--- src/rtl/uart_pkg.sv ---
// UART transmit shared types and constants.
// Parity modes, FSM encoding and default geometry.
package uart_pkg;

  localparam int DEF_DATA_W     = 8;
  localparam int DEF_FIFO_DEPTH = 16;

  localparam logic [1:0] PAR_NONE = 2'b00;
  localparam logic [1:0] PAR_EVEN = 2'b01;
  localparam logic [1:0] PAR_ODD  = 2'b10;
  localparam logic [1:0] PAR_MARK = 2'b11;

  typedef enum logic [2:0] {
    ST_IDLE,
    ST_START,
    ST_DATA,
    ST_PARITY,
    ST_STOP
  } tx_state_e;

  // x is the XOR reduction of the data word
  function automatic logic parity_bit(
    input logic [1:0] mode,
    input logic       x
  );
    unique case (mode)
      PAR_EVEN: return x;
      PAR_ODD:  return ~x;
      PAR_MARK: return 1'b1;
      default:  return 1'b0;
    endcase
  endfunction

endpackage

--- src/rtl/uart_sync_fifo.sv ---
// Synchronous FIFO feeding the UART framer.
// Head word is visible combinationally; pop frees room for a same-edge push.
module uart_sync_fifo
  import uart_pkg::*;
#(
  parameter int DATA_W     = DEF_DATA_W,
  parameter int FIFO_DEPTH = DEF_FIFO_DEPTH,
  parameter int LVL_W      = $clog2(FIFO_DEPTH) + 1
) (
  input  logic              clk,
  input  logic              rst,
  input  logic              push,
  input  logic              pop,
  input  logic [DATA_W-1:0] data_in,
  output logic [DATA_W-1:0] head,
  output logic              push_ok,
  output logic              full,
  output logic              empty,
  output logic [LVL_W-1:0]  level
);

  localparam int PTR_W = $clog2(FIFO_DEPTH);

  logic [DATA_W-1:0] mem [FIFO_DEPTH];
  logic [PTR_W-1:0]  wr_ptr;
  logic [PTR_W-1:0]  rd_ptr;
  logic [LVL_W-1:0]  cnt;
  logic              do_pop;

  assign full    = cnt == LVL_W'(FIFO_DEPTH);
  assign empty   = cnt == '0;
  assign level   = cnt;
  assign do_pop  = pop && !empty;
  assign push_ok = push && (!full || do_pop);
  assign head    = mem[rd_ptr];

  always_ff @(posedge clk) begin
    if (push_ok) mem[wr_ptr] <= data_in;
  end

  always_ff @(posedge clk or posedge rst) begin
    if (rst) begin
      wr_ptr <= '0;
      rd_ptr <= '0;
      cnt    <= '0;
    end else begin
      if (push_ok) wr_ptr <= wr_ptr + 1'b1;
      if (do_pop)  rd_ptr <= rd_ptr + 1'b1;
      unique case ({push_ok, do_pop})
        2'b10:   cnt <= cnt + 1'b1;
        2'b01:   cnt <= cnt - 1'b1;
        default: cnt <= cnt;
      endcase
    end
  end

endmodule

--- src/rtl/uart_tx_framer.sv ---
// UART transmit framer: FIFO-buffered words serialised one bit per baud_clk.
// Config is latched at pop; last stop bit can chain straight into a start.
module uart_tx_framer
  import uart_pkg::*;
#(
  parameter int DATA_W     = DEF_DATA_W,
  parameter int FIFO_DEPTH = DEF_FIFO_DEPTH,
  parameter int LVL_W      = $clog2(FIFO_DEPTH) + 1
) (
  input  logic              baud_clk,
  input  logic              rst,
  input  logic              write,
  input  logic [DATA_W-1:0] data_in,
  input  logic [1:0]        parity_mode,
  input  logic              two_stop,
  input  logic              tx_enable,
  output logic              tx_serial,
  output logic              busy,
  output logic              fifo_full,
  output logic              fifo_empty,
  output logic [LVL_W-1:0]  level,
  output logic              PREADY_W,
  output logic              overflow
);

  localparam int CNT_W = $clog2(DATA_W + 1);

  tx_state_e         state;
  logic [DATA_W-1:0] shift;
  logic [DATA_W-1:0] head;
  logic [CNT_W-1:0]  bit_cnt;
  logic [1:0]        mode_q;
  logic              two_q;
  logic              par_q;
  logic              stop_cnt;
  logic              last_stop;
  logic              pop;
  logic              push_ok;

  assign busy      = state != ST_IDLE;
  assign last_stop = !two_q || stop_cnt;
  assign pop = tx_enable && !fifo_empty &&
               (state == ST_IDLE ||
                (state == ST_STOP && last_stop));

  uart_sync_fifo #(
    .DATA_W    (DATA_W),
    .FIFO_DEPTH(FIFO_DEPTH),
    .LVL_W     (LVL_W)
  ) u_fifo (
    .clk    (baud_clk),
    .rst    (rst),
    .push   (write),
    .pop    (pop),
    .data_in(data_in),
    .head   (head),
    .push_ok(push_ok),
    .full   (fifo_full),
    .empty  (fifo_empty),
    .level  (level)
  );

  always_ff @(posedge baud_clk or posedge rst) begin
    if (rst) begin
      state     <= ST_IDLE;
      tx_serial <= 1'b1;
      shift     <= '0;
      bit_cnt   <= '0;
      mode_q    <= PAR_NONE;
      two_q     <= 1'b0;
      par_q     <= 1'b0;
      stop_cnt  <= 1'b0;
      PREADY_W  <= 1'b0;
      overflow  <= 1'b0;
    end else begin
      PREADY_W <= write && push_ok;
      overflow <= write && !push_ok;
      if (pop) begin
        state     <= ST_START;
        tx_serial <= 1'b0;
        shift     <= head;
        mode_q    <= parity_mode;
        two_q     <= two_stop;
        par_q     <= parity_bit(parity_mode, ^head);
        bit_cnt   <= '0;
        stop_cnt  <= 1'b0;
      end else begin
        unique case (state)
          ST_IDLE: tx_serial <= 1'b1;
          ST_START: begin
            state     <= ST_DATA;
            tx_serial <= shift[0];
            shift     <= shift >> 1;
            bit_cnt   <= '0;
          end
          ST_DATA: begin
            if (bit_cnt == CNT_W'(DATA_W - 1)) begin
              stop_cnt <= 1'b0;
              if (mode_q != PAR_NONE) begin
                state     <= ST_PARITY;
                tx_serial <= par_q;
              end else begin
                state     <= ST_STOP;
                tx_serial <= 1'b1;
              end
            end else begin
              tx_serial <= shift[0];
              shift     <= shift >> 1;
              bit_cnt   <= bit_cnt + 1'b1;
            end
          end
          ST_PARITY: begin
            state     <= ST_STOP;
            tx_serial <= 1'b1;
            stop_cnt  <= 1'b0;
          end
          ST_STOP: begin
            tx_serial <= 1'b1;
            if (last_stop) state <= ST_IDLE;
            else stop_cnt <= 1'b1;
          end
          default: begin
            state     <= ST_IDLE;
            tx_serial <= 1'b1;
          end
        endcase
      end
    end
  end

endmodule

--- config.mk ---
export PLATFORM = sky130hd
export DESIGN_NAME = uart_tx_framer
export DESIGN_NICKNAME = d
export VERILOG_FILES = /design/src/rtl/uart_pkg.sv /design/src/rtl/uart_sync_fifo.sv /design/src/rtl/uart_tx_framer.sv
export SDC_FILE = /design/constraint.sdc
export NUM_CORES = 1
export LEC_CHECK = 0
export BUFFER_PORTS_ARGS = -buffer_cell sky130_fd_sc_hd__buf_4
export CAP_MARGIN = 20
export CORE_AREA = 2 2 121 123
export DETAILED_ROUTE_END_ITERATION = 10
export DIE_AREA = 0 0 123 125
export PLACE_DENSITY_LB_ADDON = 0.05
export SYNTH_ARGS = -nofsm -noshare
export SYNTH_HDL_FRONTEND = slang
export SYNTH_HIERARCHICAL = 1
export SYNTH_SLANG_ARGS = --single-unit
--- constraint.sdc ---
create_clock -name baud_clk -period 3.85 [get_ports baud_clk]
set_input_delay 0.1925 -clock baud_clk [delete_from_list [all_inputs] [get_ports baud_clk]]
set_output_delay 0.1925 -clock baud_clk [all_outputs]
set_load 0.05 [all_outputs]
Yosys cells after proc, flatten, opt, wreduce, memory -nomap -nowiden --
Memories as Yosys holds them, arrays and structs flattened. Cells that the tools add are included.
Storage, ports and cells: output and inout bits 11, register bits 36, memories 1, bits in writable memories 128, logic and storage cells 84
Memories:
- u_fifo.mem | depth 16, bits a word 8, rd ports 1, clocked after Yosys merged registers in 0, write ports 1, RTL line uart_sync_fifo.sv:24 | logic [DATA_W-1:0] mem [FIFO_DEPTH];
Operators by class: bitwise gates (word level) 1, muxes and demuxes 23, reductions and logical operators 25, $add $sub $neg 5, equality and inequality tests 16
Operator list (count):
- $mux W8 | 2
- $pmux W8 S2 | 1
- $pmux W3 S5 | 1
- $add A4 B1 Y4 const B | 3
- $mux W3 | 4
- $ne A3 B2 Y1 const B | 4
- $pmux W5 S2 | 1
- $mux W1 | 8
- $mux W4 | 2
- $pmux W4 S2 | 1
- $reduce_xor A8 Y1 | 1
- $logic_and A1 B1 Y1 | 7
- $eq A2 B2 Y1 const B | 3
- $eq A3 B2 Y1 const B | 2
- $pmux W1 S3 | 2
- $reduce_and A3 Y1 | 2
- $reduce_bool A3 Y1 | 2
- $add A5 B1 Y5 const B | 1
- $eq A5 B5 Y1 const B | 1
- $logic_not A5 Y1 | 1
- $sub A5 B1 Y5 const B | 1
- $eq A2 B1 Y1 const B | 2
- $eq A4 B3 Y1 const B | 1
- $logic_not A1 Y1 | 4
- 10 further kinds | 13

Longest topological paths before layout --
Gate-level depths: netlist (run 1).
word-level depth 10, depth in mapped cells 15

Cells and area by module --
Netlist (run 1), hierarchy kept.
Modules (own cells, without submodules):
- uart_sync_fifo | area an instance 5750.5 µm², cells an instance 297, sequential area each 4169.0 µm², times used 1
- uart_tx_framer | area an instance 1203.7 µm², cells an instance 125, sequential area each 576.8 µm², times used 1

Worst setup path before layout (run 1) --
No wires, ideal clock.
path kind register to register, start register u_fifo.cnt[1] (netlist: u_fifo/level[1]), end register u_fifo.cnt[4] (netlist: u_fifo/level[4]), path buffers 2, data arrival time 3.430 ns, setup slack 0.268 ns, stages on the path, launching flop included 15, clock period less this slack 3.582 ns, library setup time 0.151 ns, required time 3.699 ns, cells stage by stage dfrtp_1 > nor4_4 > nand2b_1 > inv_1 > nor2b_1 > and3_1 > clkbuf_1 > buf_2 > o21ai_2 > or2_2 > fa_1 > nand2b_1 > a211o_1 > o211ai_1 > o211ai_1
Between the ends: cells in the longest elaborated chain, start to end 9
Ends and longest elaborated chain:
- start, declared | RTL line uart_sync_fifo.sv:27 | logic [LVL_W-1:0] cnt;
- start signal, assigned | RTL line uart_sync_fifo.sv:50 | 2'b10: cnt <= cnt + 1'b1;
- start signal, assigned | RTL line uart_sync_fifo.sv:51 | 2'b01: cnt <= cnt - 1'b1;
- start signal, assigned | RTL line uart_sync_fifo.sv:52 | default: cnt <= cnt;
- $logic_not A5 Y1 * | RTL line uart_sync_fifo.sv:31 | assign empty = cnt == '0;
- named net fifo_empty | RTL line uart_tx_framer.sv:20 | output logic fifo_empty,
- $logic_not A1 Y1 * | RTL line uart_tx_framer.sv:42 | assign pop = tx_enable && !fifo_empty &&
- $logic_and A1 B1 Y1 * (2 in a row) | RTL line uart_tx_framer.sv:42
- named net pop | RTL line uart_tx_framer.sv:37 | logic pop;
- $logic_and A1 B1 Y1 * | RTL line uart_sync_fifo.sv:33 | assign do_pop = pop && !empty;
- $logic_or A1 B1 Y1 | RTL line uart_sync_fifo.sv:34 | assign push_ok = push && (!full || do_pop);
- $logic_and A1 B1 Y1 | RTL line uart_sync_fifo.sv:34
- $eq A2 B1 Y1 / $eq A2 B2 Y1 (equally long branches) | RTL line uart_sync_fifo.sv:49 | unique case ({push_ok, do_pop})
- $pmux W5 S2 / $reduce_bool A2 Y1 (equally long branches)
Mark *: on every way through the listed nets, which the timed path passes. The rest lies on a longest branch. A chain may end at the register's enable or synchronous reset.

Final worst setup path (run 1) --
start register u_fifo.cnt[1] (netlist: u_fifo/level[1]), end register u_fifo.cnt[4] (netlist: u_fifo/level[4])
Between the ends: cells in the longest elaborated chain, start to end 9
Ends and longest elaborated chain (RTL line):
- $logic_not A5 Y1 | uart_sync_fifo.sv:31
- $logic_not A1 Y1 | uart_sync_fifo.sv:33, uart_tx_framer.sv:42
- $logic_and A1 B1 Y1 (2 in a row) | uart_tx_framer.sv:42
- $logic_and A1 B1 Y1 | uart_sync_fifo.sv:33
- $logic_or A1 B1 Y1 | uart_sync_fifo.sv:34
- $logic_and A1 B1 Y1 | uart_sync_fifo.sv:34
- $eq A2 B1 Y1 / $eq A2 B2 Y1 (equally long branches) | uart_sync_fifo.sv:49
- $pmux W5 S2 / $reduce_bool A2 Y1 (equally long branches)
Parallel ways exist; a longest one is shown, timed or not.

==> metrics.csv, run 1 <==
stage,metric,value,unit
die,Die Span X,123,um
grt,largest net degree at the start of global routing,36,
synthesis,Synth Area in Adders,1.91,%
synthesis,synth top area cells,"edfxtp_1 55%, dfrtp_1 13%, mux4_2 10%, a22oi_1 2.4%, xnor2_1 1.9%",
worst_setup_path,Required @ worst endpoint,4.19,ns
timing,Max transition margin,39.5,%
synthesis,Yosys cell types,55,
route,1st-pass router iterations,4,
cts,CTS Buffer Depth,2,
worst_setup_path,Critical-path top delay cell,nor4_4,
layout,fin cells,648,
route,Vias,3679,
route,Via density,5.68,
placement,post-detail-place hpwl,9.04,mm
layout,P&R area growth vs syn,14.2,%
cts,Inserted Clock Buffers,17,
die,io pins,26,
cts,cts repair resizes,0,
cts,clock slew at the register clock pins of the worst setup and hold paths,0.06,ns
cts,H-tree levels,4,
grt,initial antenna violation count,0,
worst_setup_path,CP cell instances,"nor4_4, nand2b_1, inv_1, nor2b_1, and3_1, o21ai_2, or2_2, inv_1, ha_1, nor2_1, a21oi_1, o31a_1, o211ai_1",
timing,fmax,0.327,GHz
route,routed len/inst,21.5,um
grt,total congestion overflow,0,
power_and_ir_drop,design internal power,4.35,mW
worst_setup_path,crit path DAT,3.39,ns
worst_setup_path,most frequent CP cell,inv_1,
timing,setup tns final,0,ns
die,FP Rows,44,
die,core footprint,14200,um2
layout,NumNets Final,477,
cts,CTS root buf,clkbuf_16,
layout,layout cells sized above 1,22.8,%
route,WL final,13.9,mm
timing,Final Skew,0.00991,ns
synthesis,xor and xnor fraction of the mapped netlist area,2.02,%
worst_setup_path,Crit path largest cell delay,0.50,ns
synthesis,Cells after Synth,422,
grt,GRT Util Overall,19.9,%
die,Die ar.,15400,um2
synthesis,dominant synthesized flop cell,edfxtp_1,
timing,"Hold Violations, Final",0,
synthesis,Post-Syn Area,6950,um2
grt,vias in the first global route,3853,
timing,worst hold slack,0.0255,ns
grt,first-pass GRT wire length,22.1,mm
min_path,Worst Hold Class,primary input to flop,
die,Chip Height,125,um
cts,clock sinks,164,
synthesis,Synth Net Count,447,
timing,Worst Tran Pin Value,0.906,ns
worst_setup_path,Crit Reg-Reg Endpoint,u_fifo/level[4],
timing,period utilization,79.4,%
power_and_ir_drop,Seq pwr share,37.5,%
worst_setup_path,Worst setup endpoint,u_fifo/level[4],
synthesis,number of synthesized flops with an enable pin,128,
cts,CTS tree,yes,
route,DRT iter0 DRCs,223,
cts,clock latency on the worst-skew pair,0.43,ns
synthesis,share of synthesized registers carrying an async set or reset,22.0,%
synthesis,post-synthesis mux area share,11.6,%
worst_setup_path,crit path kind,flop to flop,
timing,unrepaired setup endpoints after global routing,false,
route,drt drc,0,
placement,# port buffers,25,
layout,ANT cells,0,
timing,min Tclk post-route,3.06,ns
synthesis,main combinational cell family by area after synthesis,multiplexers,
placement,Final GP Congestion,0.739,
synthesis,area share of the largest cell type after synthesis,55.3,%
layout,"commonest non-fill, non-tap cell in the layout",edfxtp_1,
worst_setup_path,nature of the critical path startpoint,flop,
power_and_ir_drop,Power Density,830,nW/um2
worst_setup_path,origin of the worst setup path,u_fifo/level[1],
worst_setup_path,worst-path fanout max,7,
layout,"commonest cells after routing, fill and taps aside","128 x edfxtp_1, 34 x dfrtp_1, 32 x mux4_2",
timing,Final Max Slew Viols,0,
power_and_ir_drop,Lkg Pwr,2.88,nW
power_and_ir_drop,Logic pwr share,36.5,%
outcome,status,"complete, no violations",
route,Antenna Nets Post-Route,0,
power_and_ir_drop,Psw,2.25,mW
power_and_ir_drop,peak supply drop,0.405,mV
synthesis,simple-gate share of the synthesized area,7.66,%
layout,Fillers,1151,
worst_setup_path,Reg2Reg Depth,13,
die,starting density of the core,49.0,%
synthesis,Synth Area in Compound Gates,6.50,%
placement,placed insts,615,
synthesis,"Seq/Total Area, Yosys",68.2,%
flow_run,max cap viols,0,
power_and_ir_drop,sw frac,34.1,%
worst_setup_path,FF-to-FF Start,u_fifo/level[1],
synthesis,"area leader, netlist",edfxtp_1,
worst_setup_path,r2r setup slk,0.79,ns
worst_setup_path,crit end category,flop,
synthesis,"flops & latches, synth",164,
synthesis,total number of yosys warnings,6,
timing,final setup vio count,0,
synthesis,post-synthesis average cell area,16.5,um2
power_and_ir_drop,power share of the clock group,26.0,%
==> cells in the mapped netlist, types with 2 or more instances <==
| cell | count |
|---|---|
| a31oi_1 | 2 |
| a22o_1 | 2 |
| o211ai_1 | 2 |
| o22a_1 | 3 |
| mux4_2 | 32 |
| and3_1 | 17 |
| mux2_2 | 5 |
| a21oi_1 | 8 |
| nor2_1 | 14 |
| mux2i_1 | 3 |
| buf_1 | 5 |
| a32o_1 | 2 |
| a22oi_1 | 22 |
| and2_1 | 6 |
| nand4_1 | 2 |
| clkbuf_1 | 6 |
| buf_2 | 6 |
| nand3_1 | 5 |
| o21ai_1 | 3 |
| dfrtp_1 | 35 |
| xnor2_1 | 15 |
| inv_1 | 11 |
| nand2b_1 | 7 |
| buf_4 | 2 |
| ha_1 | 9 |
| nand2_1 | 27 |
| nor3_1 | 2 |
| nand3b_1 | 3 |
| nor2b_1 | 7 |
| o21ai_0 | 7 |
| edfxtp_1 | 128 |
==> state kept, by name (all words and copies together), names as in the netlist, 2 cells and up <==
| register | count |
|---|---|
| shift | 8 |
| u_fifo/wr_ptr | 4 |
| state | 3 |
| mode_q | 2 |
| bit_cnt | 4 |
| u_fifo/level | 5 |
| u_fifo/mem | 128 |
| u_fifo/rd_ptr | 4 |
==> stage by stage <==
stage | power (mW) | instance area, um2 | setup slack (ns) | util, %
global route | 6.98 | 7950 | 0.603 | 55.9
CTS | 6.67 | 7950 | 0.807 | 55.9
detailed placement | 4.94 | 7320 | 0.836 | 51.5
finish | 6.60 | 7950 | 0.792 | 55.9
floorplan | 4.34 | 6950 | 0.268 | -
global placement | 4.90 | 7320 | 0.856 | 51.5
==> power groups by stage <==
stage          Sequential (mW)  Clock [mW]  Combinational (mW)
3_5_place_dp              2.51           0                2.43
6_report                  2.47        1.72                2.41
5_1_grt                   2.52        1.82                2.64
4_1_cts                   2.48        1.75                2.44
3_3_place_gp              2.50           0                2.40
2_1_floorplan             2.51           0                1.83
==> what timing repair did <==
| action | in CTS | in global routing |
|---|---|---|
| hold endpoints to repair | 15 | 0 |
| hold buffers | 2 | 0 |
| buffers inserted | 0 | 0 |
==> cell families after synthesis <==
logic type	Yosys count
flip-flops	164
multiplexers	40
AO/OA/AOI/OAI	62
AND/OR/NAND/NOR	98
adder cells (fa/ha/maj)	10
buffers and inverters	32
XOR/XNOR	16
==> worst min path at each step <==
stage	from	to	cells past startpoint
final	parity_mode[1]	mode_q[1]	2
after global routing	parity_mode[0]	mode_q[0]	2
after CTS	parity_mode[1]	mode_q[1]	2
after detailed placement	rst	u_fifo/wr_ptr[2]	2
after global placement	rst	u_fifo/rd_ptr[2]	2
after floorplan	rst	u_fifo/level[0]	1
==> area by class of cell <==
cell class	count	area (um2)	share of cell area [%]
clock inverters	14	179	2.25
inverters	11	41.3	0.520
clock buffers	17	425	5.35
multi-input cells	226	2060	26.0
flip-flops and latches	164	4750	59.7
repair buffers	32	258	3.24
well taps	184	230	2.90
==> worst max-delay path, delay by kind of cell (launching register included) <==
| kind | cells | cell delay (ns) |
|---|---|---|
| buf+inv | 2 | 0.21 |
| compound gates | 4 | 0.62 |
| flops | 1 | 0.46 |
| simple gates | 6 | 1.37 |
| fa+ha+maj | 1 | 0.30 |
==> metal layers <==
metal | wire length (um) | global-route usage, %
met2 | 6760 | 29.9
met3 | 1040 | 5.34
met5 | 0 | 0
met1 | 5960 | 28.4
met4 | 170 | 7.02
No activity file was read; power rests on OpenSTA's default activity.
==> run 2, diff against run 1 <==
==> constraint.sdc (replaced) <==
create_clock -name baud_clk -period 2.65 [get_ports baud_clk]
set_input_delay 0.1325 -clock baud_clk [delete_from_list [all_inputs] [get_ports baud_clk]]
set_output_delay 0.1325 -clock baud_clk [all_outputs]
set_load 0.05 [all_outputs]
==> run 2 against run 1 <==
Hold slack gained 0.0033 ns. Register-to-register slack lost 0.76 ns. Cell count increased by 3.9%. Sequential power is 42% higher. Critical path depth unchanged. Largest cell class unchanged. Non-clock buffer count grew 24. First-iteration DRC count rose by 35%. Global-route usage rose by 0.092 points.
==> metrics.csv, run 2 (same netlist as run 1, synthesis figures left out) <==
stage,metric,value,unit,change
cts,Inserted Clock Buffers,17,,unchanged
die,Die Span X,123,um,unchanged
worst_setup_path,Crit Reg-Reg Endpoint,u_fifo/level[4],,
power_and_ir_drop,power share of the clock group,24.7,%,-1.3 points
cts,H-tree levels,4,,unchanged
power_and_ir_drop,peak supply drop,0.667,mV,+65%
power_and_ir_drop,Seq pwr share,33.2,%,-4.3 points
route,WL final,14.6,mm,+4.6%
grt,initial antenna violation count,0,,unchanged
die,io pins,26,,unchanged
cts,CTS root buf,clkbuf_16,,
power_and_ir_drop,Lkg Pwr,3.03,nW,+5.2%
timing,period utilization,98.8,%,+19 points
route,Vias,3822,,+3.9%
route,Via density,5.68,,about the same
grt,M1 GR Usage,29.0,%,+0.63 points
timing,fmax,0.382,GHz,+17%
grt,met3 GRT Util,4.01,%,-1.3 points
worst_setup_path,crit path DAT,2.95,ns,-0.44 ns
power_and_ir_drop,Logic pwr share,42.1,%,+5.6 points
worst_setup_path,nature of the critical path startpoint,flop,,
layout,"commonest non-fill, non-tap cell in the layout",edfxtp_1,,
placement,Final GP Congestion,0.744,,+0.69%
route,routed len/inst,21.6,um,+0.68%
timing,final setup vio count,0,,unchanged
layout,NumNets Final,501,,+5.0%
power_and_ir_drop,sw frac,34.0,%,-0.056 points
power_and_ir_drop,Power Density,1240,nW/um2,+49%
cts,clock slew at the register clock pins of the worst setup and hold paths,0.07,ns,about the same
die,Chip Height,125,um,unchanged
grt,first-pass GRT wire length,22.4,mm,+1.6%
timing,worst hold slack,0.0288,ns,+0.00333 ns
outcome,status,"complete, no violations",,
timing,Max transition margin,38.7,%,-0.86 points
route,drt drc,0,,unchanged
layout,fin cells,673,,+3.9%
grt,vias in the first global route,3979,,+3.3%
placement,post-detail-place hpwl,9.13,mm,+1.0%
timing,min Tclk post-route,2.62,ns,-0.440 ns
cts,CTS tree,yes,,
worst_setup_path,Reg2Reg Depth,13,,unchanged
worst_setup_path,r2r setup slk,0.03,ns,-0.76 ns
die,starting density of the core,49.0,%,unchanged
flow_run,max cap viols,0,,unchanged
grt,grt met2 use,30.5,%,+0.55 points
timing,unrepaired setup endpoints after global routing,true,,
layout,Final Core Density,59.9,%,+4.0 points
placement,placed insts,625,,+1.6%
layout,number of flip-flops under the largest register name,128,,unchanged
timing,Worst Tran Pin Value,0.919,ns,+0.0128 ns
layout,layout cells sized above 1,36.4,%,+14 points
timing,"Hold Violations, Final",0,,unchanged
route,DRT iter0 DRCs,301,,+35%
layout,"commonest cells after routing, fill and taps aside","128 x edfxtp_1, 43 x buf_4, 32 x mux4_2",,
min_path,Worst Hold Class,primary input to flop,,
timing,Final Skew,0.00849,ns,-0.00142 ns
timing,setup tns final,0,ns,unchanged
die,FP Rows,44,,unchanged
placement,# port buffers,25,,unchanged
layout,Reg with most FFs,u_fifo/mem,,
cts,CTS Buffer Depth,2,,unchanged
power_and_ir_drop,design internal power,6.96,mW,+60%
worst_setup_path,crit end category,flop,,
min_path,Hold EP,u_fifo/mem[14][7],,
route,1st-pass router iterations,4,,unchanged
worst_setup_path,crit path kind,flop to flop,,
layout,P&R area growth vs syn,22.4,%,
die,Die ar.,15400,um2,unchanged
timing,Final Max Slew Viols,0,,unchanged
layout,ANT cells,0,,unchanged
grt,total congestion overflow,0,,unchanged
grt,gr busiest metal,met2,,
cts,clock latency on the worst-skew pair,0.42,ns,about the same
worst_setup_path,FF-to-FF Start,u_fifo/level[1],,
grt,largest net degree at the start of global routing,36,,unchanged
worst_setup_path,Required @ worst endpoint,2.98,ns,-1.21 ns
power_and_ir_drop,Psw,3.59,mW,+60%
layout,Fillers,1100,,-4.4%
min_path,Hold Path Stages,1,,-1
worst_setup_path,worst-path fanout max,3,,-4
route,Antenna Nets Post-Route,0,,unchanged
die,core footprint,14200,um2,unchanged
cts,clock sinks,164,,unchanged
min_path,Hold Crit Start,data_in[7],,
grt,GRT Util Overall,20.0,%,+0.092 points
[run 2: cell count changes in the layout (fill, tap and decap cells not counted), sizes merged]
cell | before | now
clkinv | 4 | 3
buf | 30 | 49
clkinvlp | 3 | 5
clkbuf | 17 | 21
dlygate4sd3 | 2 | 4
bufinv | 3 | 4
inv | 15 | 13
[run 2: timing repair]
item | in CTS | in global routing
resized for setup | 1 | 21
setup endpoints to repair | 1 | 132
gates cloned | 0 | 3
pin swaps | 0 | 4
hold endpoints to repair | 38 | 0
setup buffers | 0 | 9
hold buffers | 4 | 0
[run 2: critical path, stage by stage (launching register included)]
cell	delay, ns
dfrtp_2	0.44
nor4_4	0.32
nand2b_1	0.15
clkinvlp_4	0.12
nor2b_2	0.05
and3_4	0.16
o21ai_4	0.06
or2_4	0.16
clkinvlp_4	0.16
ha_4	0.33
nand2b_4	0.05
a211o_1	0.27
o31a_1	0.11
o211ai_1	0.15
[run 2: layout make-up]
type | count | area, um2 | share of cell area, %
multi-input cells | 226 | 2300 | 27.0
clock buffers | 18 | 429 | 5.04
flip-flops and latches | 164 | 4750 | 55.9
well taps | 184 | 230 | 2.71
inverters | 11 | 48.8 | 0.573
repair buffers | 56 | 549 | 6.45
clock inverters | 14 | 200 | 2.35
[run 2: worst max-delay path by stage]
stage	from	endpoint	slack [ns]
floorplan	u_fifo/level[2]	u_fifo/level[4]	-0.55
global placement	u_fifo/rd_ptr[0]	par_q	0.08
detailed placement	u_fifo/level[3]	u_fifo/mem[3][4]	0.03
CTS	u_fifo/rd_ptr[0]	par_q	0.008
global route	u_fifo/level[1]	u_fifo/level[4]	-0.08
finish	u_fifo/level[1]	u_fifo/level[4]	0.03
[run 2: power by group through the flow]
| stage | sequential (mW) | clock, mW | combinational (mW) |
|---|---|---|---|
| after global routing | 3.56 | 2.76 | 4.77 |
| after global placement | 3.54 | 0 | 3.96 |
| after floorplan | 3.66 | 0 | 2.85 |
| final | 3.50 | 2.61 | 4.45 |
| after detailed placement | 3.56 | 0 | 4.03 |
| after CTS | 3.51 | 2.66 | 4.06 |
[run 2: per-layer routing]
layer | share of wire [%] | up-vias
met5 | 0 | -
met2 | 49 | 48
met3 | 2.6 | 20
li1 | - | 1756
met4 | 1.6 | 0
met1 | 47 | 1998
[run 2: metrics by stage]
stage	area (um2)	setup slack, ns	total power, mW
after floorplan	7120	-0.550	6.51
after global placement	7580	0.0765	7.51
after detailed placement	7580	0.0263	7.59
after CTS	8260	0.00785	10.2
after global routing	8510	-0.0779	11.1
final	8510	0.0323	10.6
